===== config.mk =====
export PLATFORM = sky130hd
export DESIGN_NAME = bit_serial_alu
export DESIGN_NICKNAME = d
export VERILOG_FILES = /design/src/rtl/alu_pkg.sv /design/src/rtl/alu_slice.sv /design/src/rtl/bit_serial_alu.sv
export SDC_FILE = /design/constraint.sdc
export NUM_CORES = 1
export LEC_CHECK = 0
export BUFFER_PORTS_ARGS = -buffer_cell sky130_fd_sc_hd__buf_2
export CAP_MARGIN = 5
export CORE_MARGIN = 2
export CORE_UTILIZATION = 60
export DETAILED_ROUTE_END_ITERATION = 8
export GPL_TIMING_DRIVEN = 0
export HOLD_SLACK_MARGIN = 0.03
export PLACE_DENSITY = 0.81
export SYNTH_ARGS = -nofsm -noshare
export SYNTH_HDL_FRONTEND = slang
export SYNTH_SLANG_ARGS = --single-unit
export TNS_END_PERCENT = 10

===== constraint.sdc =====
create_clock -name clk_i -period 7.3 [get_ports clk_i]
set_input_delay 1.095 -clock clk_i [delete_from_list [all_inputs] [get_ports clk_i]]
set_output_delay 1.095 -clock clk_i [all_outputs]
set_load 0.05 [all_outputs]

===== src/rtl/alu_pkg.sv =====
// Shared definitions for the bit-serial ALU: control codes, slice operations,
// FSM encoding and the helpers that derive counter width and slice controls.
package alu_pkg;

    localparam logic [3:0] CTRL_AND = 4'b0000;
    localparam logic [3:0] CTRL_OR  = 4'b0001;
    localparam logic [3:0] CTRL_ADD = 4'b0010;
    localparam logic [3:0] CTRL_SUB = 4'b0110;
    localparam logic [3:0] CTRL_SLT = 4'b0111;
    localparam logic [3:0] CTRL_NOR = 4'b1100;

    localparam logic [1:0] OP_AND  = 2'b00;
    localparam logic [1:0] OP_OR   = 2'b01;
    localparam logic [1:0] OP_ADD  = 2'b10;
    localparam logic [1:0] OP_LESS = 2'b11;

    typedef enum logic [1:0] {
        ST_IDLE = 2'd0,
        ST_RUN  = 2'd1,
        ST_FIN  = 2'd2
    } state_t;

    typedef struct packed {
        logic       invert_a;
        logic       invert_b;
        logic [1:0] op;
        logic       valid;
    } slice_ctrl_t;

    // Bit counter must index 0..width-1; never let it collapse to zero bits.
    function automatic int cnt_width(input int width);
        return (width > 1) ? $clog2(width) : 1;
    endfunction

    function automatic slice_ctrl_t decode_ctrl(input logic [3:0] ctrl);
        slice_ctrl_t s;
        s = '{invert_a: 1'b0, invert_b: 1'b0, op: OP_AND, valid: 1'b0};
        case (ctrl)
            CTRL_AND: s = '{invert_a: 1'b0, invert_b: 1'b0, op: OP_AND, valid: 1'b1};
            CTRL_OR:  s = '{invert_a: 1'b0, invert_b: 1'b0, op: OP_OR,  valid: 1'b1};
            CTRL_ADD: s = '{invert_a: 1'b0, invert_b: 1'b0, op: OP_ADD, valid: 1'b1};
            CTRL_SUB: s = '{invert_a: 1'b0, invert_b: 1'b1, op: OP_ADD, valid: 1'b1};
            CTRL_SLT: s = '{invert_a: 1'b0, invert_b: 1'b1, op: OP_ADD, valid: 1'b1};
            CTRL_NOR: s = '{invert_a: 1'b1, invert_b: 1'b1, op: OP_AND, valid: 1'b1};
            default:  ;
        endcase
        return s;
    endfunction

endpackage


===== src/rtl/alu_slice.sv =====
// One-bit ALU slice: optional operand inversion, then AND / OR / full-add /
// pass-through of the less input.
module alu_slice
    import alu_pkg::*;
(
    input  logic       a,
    input  logic       b,
    input  logic       invert_a,
    input  logic       invert_b,
    input  logic [1:0] op,
    input  logic       carry_in,
    input  logic       less,
    output logic       result,
    output logic       carry_out
);

    logic ai;
    logic bi;
    logic sum;

    assign ai        = a ^ invert_a;
    assign bi        = b ^ invert_b;
    assign sum       = ai ^ bi ^ carry_in;
    assign carry_out = (ai & bi) | (ai & carry_in) | (bi & carry_in);

    always_comb begin
        result = 1'b0;
        case (op)
            OP_AND:  result = ai & bi;
            OP_OR:   result = ai | bi;
            OP_ADD:  result = sum;
            OP_LESS: result = less;
            default: result = 1'b0;
        endcase
    end

endmodule


===== src/rtl/bit_serial_alu.sv =====
// Bit-serial ALU: operands shift LSB-first through a single alu_slice, one bit
// per cycle, and the assembled result is published when the FIN state retires.
module bit_serial_alu
    import alu_pkg::*;
#(
    parameter int WIDTH = 32
) (
    input  logic             clk_i,
    input  logic             rst_i,
    input  logic             start_i,
    input  logic [3:0]       ctrl_i,
    input  logic [WIDTH-1:0] src1_i,
    input  logic [WIDTH-1:0] src2_i,
    output logic [WIDTH-1:0] result_o,
    output logic             zero_o,
    output logic             cout_o,
    output logic             overflow_o,
    output logic             busy_o,
    output logic             done_o
);

    localparam int             CNT_W    = cnt_width(WIDTH);
    localparam logic [CNT_W-1:0] LAST_BIT = CNT_W'(WIDTH - 1);

    state_t           state_q;
    state_t           state_d;
    logic [CNT_W-1:0] cnt_q;
    logic             carry_q;

    logic [WIDTH-1:0] a_sr_q;
    logic [WIDTH-1:0] b_sr_q;
    logic [WIDTH-1:0] res_sr_q;
    logic [3:0]       ctrl_q;
    slice_ctrl_t      sctl_q;
    slice_ctrl_t      start_ctl;
    logic             cin_msb_q;
    logic             cout_msb_q;
    logic             sum_msb_q;

    logic             start_acc;
    logic             last_bit;
    logic             ovf_msb;

    logic             sl_inv_a;
    logic             sl_inv_b;
    logic [1:0]       sl_op;
    logic             sl_cin;
    logic             sl_less;
    logic             sl_res;
    logic             sl_cout;

    logic [WIDTH-1:0] fin_result;
    logic             fin_cout;
    logic             fin_ovf;

    assign start_ctl = decode_ctrl(ctrl_i);
    assign last_bit  = (cnt_q == LAST_BIT);
    assign ovf_msb   = cin_msb_q ^ cout_msb_q;
    assign busy_o    = (state_q != ST_IDLE);

    always_ff @(posedge clk_i) begin
        if (!rst_i) begin
            state_q <= ST_IDLE;
        end else begin
            state_q <= state_d;
        end
    end

    always_comb begin
        state_d   = state_q;
        start_acc = 1'b0;
        case (state_q)
            ST_IDLE: begin
                if (start_i) begin
                    state_d   = ST_RUN;
                    start_acc = 1'b1;
                end
            end
            ST_RUN:  if (last_bit) state_d = ST_FIN;
            ST_FIN:  state_d = ST_IDLE;
            default: state_d = ST_IDLE;
        endcase
    end

    // In FIN the slice is reused in less-mode to produce the SLT bit.
    always_comb begin
        sl_inv_a = sctl_q.invert_a;
        sl_inv_b = sctl_q.invert_b;
        sl_op    = sctl_q.op;
        sl_cin   = carry_q;
        sl_less  = 1'b0;
        if (state_q == ST_FIN) begin
            sl_op   = OP_LESS;
            sl_less = sum_msb_q ^ ovf_msb;
        end
    end

    alu_slice u_slice (
        .a         (a_sr_q[0]),
        .b         (b_sr_q[0]),
        .invert_a  (sl_inv_a),
        .invert_b  (sl_inv_b),
        .op        (sl_op),
        .carry_in  (sl_cin),
        .less      (sl_less),
        .result    (sl_res),
        .carry_out (sl_cout)
    );

    always_comb begin
        fin_result = '0;
        fin_cout   = 1'b0;
        fin_ovf    = 1'b0;
        if (sctl_q.valid) begin
            case (ctrl_q)
                CTRL_SLT: begin
                    fin_result[0] = sl_res;
                    fin_cout      = cout_msb_q;
                end
                CTRL_ADD, CTRL_SUB: begin
                    fin_result = res_sr_q;
                    fin_cout   = cout_msb_q;
                    fin_ovf    = ovf_msb;
                end
                default: fin_result = res_sr_q;
            endcase
        end
    end

    // Control and architecturally visible outputs.
    always_ff @(posedge clk_i) begin
        if (!rst_i) begin
            cnt_q      <= '0;
            carry_q    <= 1'b0;
            result_o   <= '0;
            zero_o     <= 1'b0;
            cout_o     <= 1'b0;
            overflow_o <= 1'b0;
            done_o     <= 1'b0;
        end else begin
            done_o <= 1'b0;
            case (state_q)
                ST_IDLE: begin
                    if (start_acc) begin
                        cnt_q   <= '0;
                        carry_q <= start_ctl.invert_b;
                    end
                end
                ST_RUN: begin
                    cnt_q   <= cnt_q + 1'b1;
                    carry_q <= sl_cout;
                end
                ST_FIN: begin
                    result_o   <= fin_result;
                    zero_o     <= (fin_result == '0);
                    cout_o     <= fin_cout;
                    overflow_o <= fin_ovf;
                    done_o     <= 1'b1;
                end
                default: ;
            endcase
        end
    end

    // Operand and result shift registers carry no reset.
    always_ff @(posedge clk_i) begin
        if (state_q == ST_IDLE && start_acc) begin
            a_sr_q <= src1_i;
            b_sr_q <= src2_i;
            ctrl_q <= ctrl_i;
            sctl_q <= start_ctl;
        end else if (state_q == ST_RUN) begin
            a_sr_q   <= a_sr_q >> 1;
            b_sr_q   <= b_sr_q >> 1;
            res_sr_q <= (res_sr_q >> 1) | (WIDTH'(sl_res) << (WIDTH - 1));
            if (last_bit) begin
                cin_msb_q  <= carry_q;
                cout_msb_q <= sl_cout;
                sum_msb_q  <= sl_res;
            end
        end
    end

endmodule

==> results of run 1 <==
[worst max-delay path, stage by stage (launching register included)]
cell and delay (ns):
dfxtp_1 0.38, nor2_1 0.08, inv_1 0.05, buf_2 0.25
[kinds of logic after synthesis]
| family | count (synthesis) | synth area share |
|---|---|---|
| xor+xnor | 4 | 0.005530 |
| flops | 152 | 0.6509 |
| buf+inv | 33 | 0.03693 |
| mux | 1 | 0.001777 |
| fa+ha+maj | 5 | 0.01106 |
| compound gates | 54 | 0.08728 |
| simple gates | 274 | 0.2066 |
[flip-flops by register name, indices dropped and copies added, names as in the netlist, 2 cells and up]
name      cells
a_sr_q       32
b_sr_q       32
cnt_q         5
ctrl_q        4
res_sr_q     32
result_o     32
sctl_q        3
state_q       2
[cell type report]
| cell class | instances | share of cell area |
|---|---|---|
| clock buffers | 17 | 0.05431 |
| plain buffers | 26 | 0.02707 |
| multi-input cells | 338 | 0.2594 |
| well taps | 136 | 0.02231 |
| clock inverters | 14 | 0.01969 |
| inverters | 7 | 0.003610 |
| repair buffers | 108 | 0.07285 |
| flip-flops and latches | 152 | 0.5408 |
[power by group]
part           internal, mW  switching (mW)  total [mW]
logic                0.0559          0.0923       0.148
clock network         0.487           0.347       0.834
registers              1.01          0.0298        1.04
[synthesized netlist by cell type (6+ instances only)]
library cell,count
and2_1,6
nor4_1,9
a22oi_2,28
nor2b_2,30
buf_2,11
clkbuf_1,7
nor2_1,9
edfxtp_1,108
nand2_1,193
dfxtp_1,44
[cells in the final DEF, fill, tap and decap left out, types with 3 or more instances in the layout]
cell	n
o21ai_0	4
o21a_1	3
inv_1	4
nor4_1	9
clkbuf_1	7
a21oi_1	5
clkinv_2	3
a22oi_2	28
a22oi_1	3
nor2b_2	30
ha_1	4
dfxtp_1	44
nor2b_1	5
clkbuf_16	16
xnor2_1	3
buf_12	4
inv_6	3
nand2_1	193
clkinv_4	4
clkbuf_8	3
buf_2	118
and2_1	6
and3_1	3
nand2b_1	3
edfxtp_1	108
nand3_1	3
nor2_1	9
[how the worst max path moves through the flow]
stage | from | to | slack [ns] | cells past startpoint
floorplan | start_i | a_sr_q[0]$_DFFE_PP_ | 4.31 | 4
global placement | start_i | a_sr_q[25]$_DFFE_PP_ | 3.73 | 5
detailed placement | start_i | a_sr_q[18]$_DFFE_PP_ | 4.83 | 6
CTS | state_q[1]$_SDFFE_PN0P_ | busy_o | 4.91 | 3
global route | state_q[1]$_SDFFE_PN0P_ | a_sr_q[29]$_DFFE_PP_ | 4.84 | 5
finish | state_q[1]$_SDFFE_PN0P_ | busy_o | 4.94 | 3
[layer usage]
layer	GRT usage	up-vias
met2	0.3840	180
met5	0	-
met1	0.2974	1991
met4	0.06586	0
met3	0.07356	21
li1	-	2061
==> reports/metrics.cfg, run 1 <==
[detailed_routing]
wl_met1_um = 5102
met3WireLength_um = 927
highest_layer = met4
vias = 4253
drc_errors = 0
ant_nets = 0
vias_per_cell = 5.330
wl_um = 12330
routedWlPerCell_um = 15.46
wl_met2_um = 6110
dr.first_iter.drc_count = 256
first_pass_iters = 5

[yosys]
synth_edf_count = 108
yosys.area.top_type = edfxtp_1
syn_area_mm2 = 0.006336
synth_area_leaders = edfxtp_1, dfxtp_1, nand2_1
yosys_most_used_dff = edfxtp_1
ys_seq_area_frac = 0.6509
syn_nets = 599
ys_ff_latch = 152
netlist-cell-type-count = 49
synth_cells = 523
synthArstFlopShare = 0
yosys_warnings = 0
synth_top_area_frac = 0.5118
avgSynthCellArea_um2 = 12.11

[run_status]
status = complete, no violations

[setup_path]
cp.arrival_ns = 1.27
crit_fanout = 4
crit_type = reg2out
critPathLaunchType = flop
r2r_cells = 5
reg2reg_to = a_sr_q[29]$_DFFE_PP_
r2r_start = state_q[1]$_SDFFE_PN0P_
r2r_slack_ns = 5.03
setup.worst_path.end_class = output port
cp.required_ns = 6.20

[clock_tree]
cts_tree = built
cts.sinks = 152
cts-resized-gates = 0
clock-root-buffer = clkbuf_8
clk_pin_slew_ns = 0.06
cts_max_path_buffers = 2
cts_hold_buffers = 0
post-cts-setup-buffers = 0
clk_latency_ns = 0.52
cts_max_level = 4
cts_made_buffers = 17

[global_routing]
grt_overflow = 0
grt_max_degree = 49
groute.usage.overall = 0.2324
grt_pass1_vias = 4090
grt_pass1_wl_um = 20250
antenna_found_initial = 0

[run]
maxCapViolCount = 0

[placed_design]
place_area_mm2 = 0.007062
io_buffers = 107
placed_cells = 767
gp_congestion = 0.7737
dp_hpwl_um = 8151
place_ws_ns = 4.835

[sta]
final_hold_viol_count = 0
finalCritPeriodShare = 0.3240
clock.fmax_mhz = 422.8
setup_ws_ns = 4.935
slew_violations = 0
finalSetupTns_ns = 0
worst_pin_slew_ns = 0.8362
finalSetupViolCount = 0
hold_ws_ns = 0.4942
fin_skew_ns = 0.007545
slew-limit-headroom = 0.4425
rsz0062_at_grt = no
fin_crit_ns = 2.365

[power]
ir_drop_uv = 143.7
power_leakage_nw = 3.236
fin_total_pwr_mw = 2.023
powerDensity_mw_per_mm2 = 265.3

[floorplan]
chipWidth_um = 106.8
die_h_um = 106.8
rows = 37
core_mm2 = 0.01028
ios = 108
die_area_mm2 = 0.01140
start_util = 0.6165

[min_path]
min_path_type = reg2reg
worstHoldStart = res_sr_q[27]$_DFFE_PP_
hold_path_depth = 0
hold_end = res_sr_q[26]$_DFFE_PP_

[layout]
num_antenna_cells = 0
instances_no_fill = 798
syn2layout_area_growth_pct = 20.36
final_util = 0.7420
seqCellArea_mm2 = 0.004124
multi_input_area_mm2 = 0.001978
fillCellCount = 731
drive_gt1_frac = 0.3444
finalInstanceArea_mm2 = 0.007626
nets = 726

(Power assumes the default switching activity.)
==> inputs of run 2 (changes only) <==
CORE_UTILIZATION = 50   (was 60)
PLACE_DENSITY = 0.72   (was 0.81)
clock period = 2 ns   (was 7.3 ns; I/O delays follow)
==> reports/metrics.cfg, run 2 (same netlist as run 1, synthesis figures left out) <==
[run_status]
status = finished with violations
violations = setup timing

[min_path]
min_path_type = in2reg

[sta]
worst_pin_slew_ns = 0.8296
fin_skew_ns = 0.005688
fin_crit_ns = 2.070
rsz0062_at_grt = yes
clock.fmax_mhz = 483.0
finalSetupViolCount = 65
setup_ws_ns = -0.07027
finalCritPeriodShare = 1.035
slew-limit-headroom = 0.4469
final_hold_viol_count = 0
slew_violations = 0

[floorplan]
die_h_um = 116.6
die_area_mm2 = 0.01359
core_mm2 = 0.01252
chipWidth_um = 116.6
rows = 41
ios = 108
start_util = 0.5062

[detailed_routing]
dr.first_iter.drc_count = 217
vias_per_cell = 4.959
wl_um = 12050
routedWlPerCell_um = 14.43
ant_nets = 0
first_pass_iters = 4
vias = 4141
drc_errors = 0

[run]
maxCapViolCount = 0

[clock_tree]
cts_made_buffers = 17
cts.sinks = 152
cts_max_path_buffers = 2
cts_max_level = 4
clk_latency_ns = 0.42
cts_tree = built
cts_hold_buffers = 0
clock-root-buffer = clkbuf_16
clk_pin_slew_ns = 0.06

[placed_design]
io_buffers = 107
place_area_mm2 = 0.007113
place_ws_ns = -0.6834
gp_congestion = 0.7774
dp_hpwl_um = 8219

[setup_path]
crit_chain = nand2b_4 -> clkinv_16 -> nor2_4 -> clkinvlp_4
cp.arrival_ns = 2.02
critPathLaunchType = flop
slowest_stage = clkinvlp_4
cp.required_ns = 1.95
crit_type = reg2reg
r2r_slack_ns = -0.07
setup.worst_path.end_class = flop
slowest_delay_ns = 0.62
crit_fanout = 40

[layout]
final_util = 0.6186
drive_gt1_frac = 0.3529
num_antenna_cells = 0
syn2layout_area_growth_pct = 22.20
finalInstanceArea_mm2 = 0.007742
final_cell_mix = nand2_1, buf_2, edfxtp_1
layout_commonest_cell = nand2_1
nets = 726

[global_routing]
grt_max_degree = 41
grt_overflow = 0
antenna_found_initial = 0
grt_pass1_vias = 4064
groute.usage.overall = 0.1942
grt_pass1_wl_um = 19830

[power]
sw_frac_of_total = 0.2251
p_comb_frac = 0.073
p_int_mw = 5.816
netSwitchingPower_mw = 1.689
clkPwrFrac = 0.421
power_frac_seq = 0.507
powerDensity_mw_per_mm2 = 969.4
fin_total_pwr_mw = 7.505
ir_drop_uv = 646.1
power_leakage_nw = 3.264

run 2: cell count changes in the layout (fill, tap and decap cells not counted), moves of 2 or more:
| cell | change |
|---|---|
| inv_6 | -2 |
| clkinv_2 | +4 |
| clkinv_4 | -3 |
| clkbuf_16 | +3 |
run 2: path summary, 6_finish.rpt:
kind / to / start / cells after the start
min: ctrl_q[0]$_DFFE_PP_ / ctrl_i[0] / 1
max: a_sr_q[28]$_DFFE_PP_ / state_q[1]$_SDFFE_PN0P_ / 4
max reg2reg: a_sr_q[28]$_DFFE_PP_ / state_q[1]$_SDFFE_PN0P_ / 4
min reg2reg: res_sr_q[29]$_DFFE_PP_ / res_sr_q[30]$_DFFE_PP_ / 0
run 2: area by class of cell:
cell class              count  area, µm²
fillers                  1040       4775
flip-flops and latches    152       4125
multi-input cells         338       2003
repair buffers            107      535.5
clock buffers              21      503.0
well taps                 172      215.2
plain buffers              26      206.4
clock inverters            11      90.09
inverters                   7      56.30
repair inverters            1      7.507
run 2: worst max-delay path: cells and delay by family, from the launching register on:
kind / cells / cell delay, ns
AND/OR/NAND/NOR: 2 / 0.45
buffers and inverters: 2 / 0.77
flip-flops: 1 / 0.35
run 2: power by group through the flow:
| stage | combinational (mW) | sequential (mW) | clock, mW |
|---|---|---|---|
| after floorplan | 0.361 | 3.83 | 0 |
| after global placement | 0.514 | 3.86 | 0 |
| after detailed placement | 0.540 | 3.87 | 0 |
| after CTS | 0.552 | 3.80 | 3.21 |
| after global routing | 0.634 | 3.83 | 3.36 |
| final | 0.547 | 3.80 | 3.16 |
run 2: timing repair:
| action | CTS | global route |
|---|---|---|
| gates resized for setup | 3 | 2 |
| setup buffers | 0 | 0 |
| gates cloned | 1 | 0 |
| pin swaps | 1 | 1 |
| setup endpoints to repair | 67 | 67 |
run 2: per-stage QoR:
| stage | TNS (ns) | hold slack [ns] | instances |
|---|---|---|---|
| floorplan | -9.260 | 0.3989 | 523 |
| global placement | -39.87 | 0.4668 | 802 |
| detailed placement | -43.63 | 0.4817 | 802 |
| CTS | -6.903 | 0.07517 | 835 |
| global route | -13.63 | 0.08440 | 835 |
| finish | -3.767 | 0.09597 | 835 |
run 2: layer usage:
metal,up-vias,GRT usage,share of wire
li1,2059,-,-
met4,0,0.07686,0.017
met1,1949,0.2533,0.44
met2,116,0.3027,0.48
met3,17,0.06435,0.063
met5,-,0,0
==> inputs of run 3 (changes only) <==
ABC_AREA = 1   (was default)
PLACE_DENSITY = 0.75   (was 0.72)
==> reports/metrics.cfg, run 3 <==
[run_status]
status = complete, no violations

[yosys]
synthTopCellsByCount = nand2_1, edfxtp_1, inv_1
synth_top_area_frac = 0.5129
synth_most_common_cell = nand2_1
yosys.area.top_type = edfxtp_1
yosys_warnings = 0
synth_area_leaders = edfxtp_1, nand2_1, dfxtp_1
yosys_most_used_dff = edfxtp_1
avgSynthCellArea_um2 = 9.581
synthArstFlopShare = 0
synth_cells = 660
syn_area_mm2 = 0.006324
netlist-cell-type-count = 29
ys_seq_area_frac = 0.6522
syn_nets = 736
ys_ff_latch = 152
synth_edf_count = 108

[sta]
fin_crit_ns = 1.935
worst_pin_slew_ns = 0.9891
setup_ws_ns = 0.06494
slew_violations = 0
finalCritPeriodShare = 0.9675
fin_skew_ns = 0.008202
clock.fmax_mhz = 516.8
finalSetupViolCount = 0
rsz0062_at_grt = yes
final_hold_viol_count = 0
slew-limit-headroom = 0.3399

[clock_tree]
cts_made_buffers = 17
cts_hold_buffers = 0
clock-root-buffer = clkbuf_16
clk_latency_ns = 0.43
cts.sinks = 152
cts_tree = built
clk_pin_slew_ns = 0.06
cts_max_level = 4
cts_max_path_buffers = 2

[detailed_routing]
first_pass_iters = 4
ant_nets = 0
vias_per_cell = 4.840
wl_um = 12880
routedWlPerCell_um = 13.23
drc_errors = 0
vias = 4709
dr.first_iter.drc_count = 249

[layout]
final_cell_mix = nand2_1, buf_2, edfxtp_1
instances_no_fill = 973
drive_gt1_frac = 0.2260
syn2layout_area_growth_pct = 21.41
layout_commonest_cell = nand2_1
nets = 864
num_antenna_cells = 0
fillCellCount = 1021

[global_routing]
grt_pass1_vias = 4514
grt_overflow = 0
antenna_found_initial = 0
grt_pass1_wl_um = 20710
groute.usage.overall = 0.2012
grt_max_degree = 34

[placed_design]
place_ws_ns = -0.7348
gp_congestion = 0.8354
io_buffers = 107
placed_cells = 939
dp_hpwl_um = 8499

[floorplan]
core_mm2 = 0.01247
chipWidth_um = 116.5
die_h_um = 116.5
rows = 41
ios = 108
start_util = 0.5073
die_area_mm2 = 0.01356

[setup_path]
setup.worst_path.end_class = flop
crit_type = reg2reg
cp.required_ns = 2.06
reg2reg_to = a_sr_q[25]$_DFFE_PP_
crit_fanout = 32
critPathLaunchType = flop
r2r_slack_ns = 0.06
cp.arrival_ns = 1.99
r2r_cells = 4
r2r_start = state_q[0]$_SDFFE_PN0P_

[power]
power_leakage_nw = 3.625
fin_total_pwr_mw = 7.411
ir_drop_uv = 636.1
powerDensity_mw_per_mm2 = 965.3

[run]
maxCapViolCount = 0

[min_path]
worstHoldStart = ctrl_i[0]
hold_path_depth = 1
min_path_type = in2reg
hold_end = ctrl_q[0]$_DFFE_PP_

-- run 3: cell count changes in the layout (fill, tap and decap cells not counted), moves of 14 or more --
cell,change
a21oi_1,+34
a22oi_2,-28
inv_1,+49
nand2_1,+82
nor2b_2,-30
o21ai_0,+33
o21ai_1,+14
-- run 3: repair_timing --
action | 4_1_cts | 5_1_grt
setup buffers | 0 | 0
pin swaps | 2 | 0
gates resized for setup | 2 | 3
hold endpoints to repair | 0 | 0
gates cloned | 2 | 0
setup endpoints to repair | 65 | 66
-- run 3: cell families (layout without fill, tap and decap cells) --
family | after synthesis | count (layout) | synth area share
buffers and inverters | 91 | 231 | 0.06173
flip-flops | 152 | 152 | 0.6522
adder cells (fa/ha/maj) | 5 | 5 | 0.01108
AND/OR/NAND/NOR | 311 | 312 | 0.1899
XOR/XNOR | 4 | 4 | 0.005541
AO/OA/AOI/OAI | 97 | 97 | 0.07954
-- run 3: how the worst max path moves through the flow --
stage                       startpoint              endpoint  slack [ns]
2_1_floorplan  state_q[1]$_SDFFE_PN0P_   a_sr_q[0]$_DFFE_PP_       -0.20
3_3_place_gp   state_q[0]$_SDFFE_PN0P_   b_sr_q[9]$_DFFE_PP_       -0.65
3_5_place_dp   state_q[0]$_SDFFE_PN0P_  b_sr_q[18]$_DFFE_PP_       -0.73
4_1_cts        state_q[0]$_SDFFE_PN0P_  a_sr_q[25]$_DFFE_PP_        0.01
5_1_grt        state_q[0]$_SDFFE_PN0P_  a_sr_q[25]$_DFFE_PP_       -0.05
6_report       state_q[0]$_SDFFE_PN0P_  a_sr_q[25]$_DFFE_PP_        0.06
-- run 3: power breakdown --
part           total, mW  switching, mW  leakage, nW  internal [mW]
Sequential          3.78         0.0866         1.41           3.69
Combinational      0.655          0.428         1.94          0.226
Clock               2.98           1.25        0.272           1.72
-- run 3: worst max-delay path, cell delays in order (launching register included) --
cell and delay [ns]:
dfxtp_2 0.34, inv_4 0.05, nor2_4 0.47, nor2_4 0.16, clkinvlp_4 0.53
-- run 3: final cells by class --
type,instances,area [µm²],share of cell area
inverter,59,227.7,0.02966
clock buffer,22,485.5,0.06323
buffer,32,168.9,0.02200
sequential,152,4129,0.5378
timing repair buffer,107,535.5,0.06975
multi-input combinational,418,1843,0.2401
timing repair inverter,1,7.507,0.0009778
tap,172,215.2,0.02803
clock inverter,10,65.06,0.008475
-- run 3: stage by stage --
step           area, µm²  utilization  setup TNS [ns]  hold slack [ns]
5_1_grt             7677       0.6159          -2.337          0.07639
3_3_place_gp        7099       0.5695          -42.15           0.4314
4_1_cts             7665       0.6149               0          0.07558
3_5_place_dp        7099       0.5695          -47.55           0.4340
6_report            7677       0.6159               0          0.08642
2_1_floorplan       6349            -          -12.77           0.3989
-- run 3: layer usage --
metal,track usage,wire length (µm),up-vias
met3,0.04826,687,25
met2,0.3376,6211,143
li1,-,-,2405
met5,0,0,-
met4,0.09286,265,0
met1,0.2472,5713,2136
